--- src/rtl/wb_regfile.sv ---
// Write-back sink: 32-entry GPR file, HI/LO pair and commit counter.
// Define WB_REGFILE_BYPASS_EN for same-cycle read-during-write bypass.
module wb_regfile #(
    parameter int unsigned DATA_W = 32,
    parameter int unsigned ADDR_W = 5,
    parameter int unsigned CNT_W  = 32
) (
    input  logic              clk,
    input  logic              rst,
    input  logic              wb_wreg,
    input  logic [ADDR_W-1:0] wb_wd,
    input  logic [DATA_W-1:0] wb_wdata,
    input  logic              wb_whilo,
    input  logic [DATA_W-1:0] wb_hi,
    input  logic [DATA_W-1:0] wb_lo,
    input  logic              re1,
    input  logic [ADDR_W-1:0] raddr1,
    output logic [DATA_W-1:0] rdata1,
    input  logic              re2,
    input  logic [ADDR_W-1:0] raddr2,
    output logic [DATA_W-1:0] rdata2,
    output logic [DATA_W-1:0] hi_o,
    output logic [DATA_W-1:0] lo_o,
    output logic [CNT_W-1:0]  commit_cnt
);

    localparam int unsigned NREG = 1 << ADDR_W;

    logic [DATA_W-1:0] r_gpr [NREG];
    logic [DATA_W-1:0] r_hi;
    logic [DATA_W-1:0] r_lo;
    logic [CNT_W-1:0]  r_cnt;

    logic w_gpr_we;
    logic w_commit;

    assign w_gpr_we = wb_wreg && (wb_wd != '0);
    // HI/LO and GPR commits in the same cycle count once
    assign w_commit = w_gpr_we || wb_whilo;

    always_ff @(posedge clk or negedge rst) begin
        if (!rst) begin
            for (int unsigned i = 0; i < NREG; i++) begin
                r_gpr[i] <= '0;
            end
            r_hi  <= '0;
            r_lo  <= '0;
            r_cnt <= '0;
        end else begin
            if (w_gpr_we) begin
                r_gpr[wb_wd] <= wb_wdata;
            end
            if (wb_whilo) begin
                r_hi <= wb_hi;
                r_lo <= wb_lo;
            end
            if (w_commit) begin
                r_cnt <= r_cnt + 1'b1;
            end
        end
    end

    always_comb begin
        rdata1 = '0;
        rdata2 = '0;
        hi_o   = '0;
        lo_o   = '0;
        if (rst) begin
            if (re1 && (raddr1 != '0)) begin
                rdata1 = r_gpr[raddr1];
`ifdef WB_REGFILE_BYPASS_EN
                if (w_gpr_we && (wb_wd == raddr1)) begin
                    rdata1 = wb_wdata;
                end
`endif
            end
            if (re2 && (raddr2 != '0)) begin
                rdata2 = r_gpr[raddr2];
`ifdef WB_REGFILE_BYPASS_EN
                if (w_gpr_we && (wb_wd == raddr2)) begin
                    rdata2 = wb_wdata;
                end
`endif
            end
            hi_o = r_hi;
            lo_o = r_lo;
`ifdef WB_REGFILE_BYPASS_EN
            if (wb_whilo) begin
                hi_o = wb_hi;
                lo_o = wb_lo;
            end
`endif
        end
    end

    assign commit_cnt = r_cnt;

endmodule

--- config.mk ---
export PLATFORM = sky130hd
export DESIGN_NAME = wb_regfile
export DESIGN_NICKNAME = d
export VERILOG_FILES = /design/src/rtl/wb_regfile.sv
export SDC_FILE = /design/constraint.sdc
export NUM_CORES = 2
export LEC_CHECK = 0
export BUFFER_PORTS_ARGS = -buffer_cell sky130_fd_sc_hd__buf_2
export CORE_AREA = 3 3 360 362
export CTS_BUF_LIST = sky130_fd_sc_hd__clkbuf_4 sky130_fd_sc_hd__clkbuf_8
export DETAILED_ROUTE_END_ITERATION = 10
export DIE_AREA = 0 0 363 365
export PLACE_DENSITY = 0.66
export SLEW_MARGIN = 15
export SYNTH_ARGS = -nofsm -noshare
export SYNTH_HDL_FRONTEND = slang
export SYNTH_SLANG_ARGS = --single-unit
--- constraint.sdc ---
create_clock -name clk -period 2.23 [get_ports clk]
set_input_delay 0.3345 -clock clk [delete_from_list [all_inputs] [get_ports clk]]
set_output_delay 0.3345 -clock clk [all_outputs]
set_load 0.05 [all_outputs]
==> flow_summary_export.csv <==
group,metric,value,unit
synth,yosysWarnings,0,
timing,period_share,136,%
timing,slew_headroom,39.6,%
hold_path,hold_class,"primary input to async pin",
grt,grt_pass1_vias,44500,
job,cap_viol_max_count,0,
route,drt_iter0_markers,3869,
route,num_vias,43000,
clocking,cts-buffers-inserted,195,
placed_design,gp_congestion,0.872,
route,drc,0,
timing,setup_violations,95,
route,first_pass_iters,5,
synth,avgSynthCellArea,13.9,µm²
critical_path,required,1.90,ns
critical_path,critPathMaxFanout,3,
pwr,powerDensity,821,nW/µm²
clocking,cts.path.max_buffers,3,
placed_design,portBuffers,276,
timing,drv_slew,0,
floorplan,num_rows,131,
synth,synth-seq-cells,1120,
critical_path,crit_slowest_cell,"mux4_2",
floorplan,io_pins,277,
timing,hold_viol,0,
clocking,cts_sinks,1120,
synth,yosysUniqueCellTypes,50,
floorplan,core,127000,µm²
floorplan,start_util,46.7,%
clocking,cts_tree,"built",
grt,track_usage,31.3,%
status,violations,"negative setup slack",
timing,rsz0062_at_grt,"true",
floorplan,die_w,363,µm
clocking,h-tree-depth,4,
placed_design,dp_slack,-0.368,ns
cells_and_area,fin_util,59.6,%
route,antenna_left,0,
critical_path,cp_cell_sequence,"mux4_2 > mux4_2 > nand2b_1 > nand3_2 > buf_12",
timing,fin_crit,3.03,ns
timing,max_freq,330,MHz
synth,ys_seq_area_share,47.2,%
synth,synth_edf_count,0,
synth,postSynth.asyncResetShare,100,%
synth,yosys.area.top_type_share,47.2,%
pwr,vdd_drop_max,622,µV
timing,finalSetupTns,-51.99,ns
cells_and_area,area_growth,27.6,%
floorplan,die_area,132000,µm²
grt,overflow,0,
synth,syn_inst,4276,
grt,grt_max_degree,156,
critical_path,critPathBufInv,1,
synth,synth-main-ff-cell,"dfrtp_1",
timing,finalClockSkew,0.0175,ns
clocking,cts_root_buf,"clkbuf_8",
route,wirelength,209000,µm
route,via_per_inst,6.35,
critical_path,cp_common_cell,"mux4_2",
grt,antenna_found_initial,19,
cells_and_area,fillers,9703,
timing,fin_ws,-0.799,ns
placed_design,dp_hpwl,138000,µm
critical_path,max_stage_delay,0.48,ns
timing,whs,0.0115,ns
cells_and_area,nets,5063,
status,outcome,"finished with violations",
critical_path,cp.arrival,2.69,ns
clocking,insertion_delay,0.91,ns
pwr,p_leak,0.0338,µW
floorplan,die_height,365,µm
critical_path,start_kind,"flip-flop",
route,wl_per_cell,30.8,µm
synth,synth.cell_area,59400,µm²
synth,synthTopCellsByArea,"dfrtp_1 (47%), mux2_2 (22%), mux4_2 (11%)",
critical_path,cp-end-kind,"output port",
timing,worstMarginPinSlew,0.906,ns
pwr,finalPower,62200,µW
synth,synth_top_cell_by_area,"dfrtp_1",
critical_path,worstSetupPathType,"flip-flop to output port",
synth,synth_fp_nets,4394,
grt,grt_pass1_wl,304000,µm
critical_path,critical_path.top_delay_family,"multiplexers",
clocking,path_clk_slew,0.06,ns
cells_and_area,drive_gt1_share,55.8,%
[logic make-up after synthesis]
logic type      after synthesis  synth area share (%)
simple gates                296                  2.66
flops                      1120                  47.2
fa+ha+maj                     1                0.0211
compound gates              459                  5.63
xor+xnor                     31                 0.457
buf+inv                     484                  3.75
mux                        1885                  40.3
[worst min-delay path, cell delays in order]
cell and delay, ns:
buf_8 0.13, buf_4 0.26, buf_4 0.22, buf_12 0.37
[per-stage QoR]
stage	cell area, µm²	instances
after floorplan	61000	4276
after global placement	69400	6270
after detailed placement	69400	6270
after CTS	75500	6741
after global routing	75800	6768
final	75800	6772
[state kept, by name, indices dropped and copies added, names as in the netlist]
signal / cells
r_gpr: 1024
commit_cnt: 32
r_hi: 32
r_lo: 32
[power by group]
group / switching, µW / internal (µW)
combinational: 6580 / 8180
sequential: 2880 / 24100
clock: 9080 / 11400
[what timing repair did]
action,in CTS,in global routing
endpoints found under the setup margin,64,95
hold buffers,78,1
pin swaps,107,17
cloned,0,1
resized for setup,173,29
endpoints found under the hold margin,366,8
buffers inserted,43,17
[routing by layer]
layer / GRT usage (%) / vias up / share of wire, %
li1: - / 17700 / -
met2: 49.3 / 1946 / 46
met4: 13.2 / 8 / 4.4
met1: 41.4 / 22900 / 41
met3: 7.85 / 516 / 8.4
met5: 0 / - / 0.026
[area by class of cell]
cell class / count / area (µm²) / share of cell area, %
Sequential cell: 1120 / 28000 / 37.0
Clock buffer: 305 / 3800 / 5.01
Inverter: 14 / 57.6 / 0.0760
Clock inverter: 45 / 430 / 0.568
Multi-Input combinational cell: 2672 / 31500 / 41.6
Tap cell: 1662 / 2080 / 2.74
Timing Repair Buffer: 942 / 9840 / 13.0
Antenna cell: 12 / 30.0 / 0.0396
[synthesized netlist by cell type, drive strengths merged (8+ instances only)]
library cell and instances:
a221oi 62, mux4 288, o21ai 63, a31oi 12, nor3 18, mux2i 452
o211ai 38, a22oi 162, a32oi 62, and3 8, inv 14, nand3 64
buf 197, and2 72, nor2b 13, dfrtp 1120, nor4 12, nand2 63
mux2 1145, xor2 25, clkbuf 273, a21oi 51, nor2 23
[path summary, 6_finish.rpt]
path / startpoint / endpoint / slack (ns) / depth (start not counted)
max: r_gpr[542] / rdata2[30] / -0.80 / 5
min: rst / commit_cnt[10] / 0.01 / 4
max reg2reg: commit_cnt[0] / commit_cnt[24] / 0.40 / 5
min reg2reg: r_gpr[1003] / r_gpr[1003] / 0.40 / 0
max in group asynchronous: rst / r_gpr[767] / 0.41 / 6
min in group clk: wb_wdata[16] / r_gpr[816] / 0.06 / 2
[layout by cell type (no fill, tap or decap), types with 34 or more instances in the layout]
cell           instances
a21oi_4               47
clkbuf_4              64
mux2i_1              451
a221oi_1              56
a32oi_4               62
o21ai_0               34
nand3_1               61
o211ai_1              38
mux2_4                60
and2_1                69
dlygate4sd3_1         78
buf_12               235
dfrtp_1             1120
clkbuf_8             244
buf_2                198
buf_4                406
mux2_2              1079
a22oi_1              162
mux4_2               288
(Power assumes the default switching activity.)
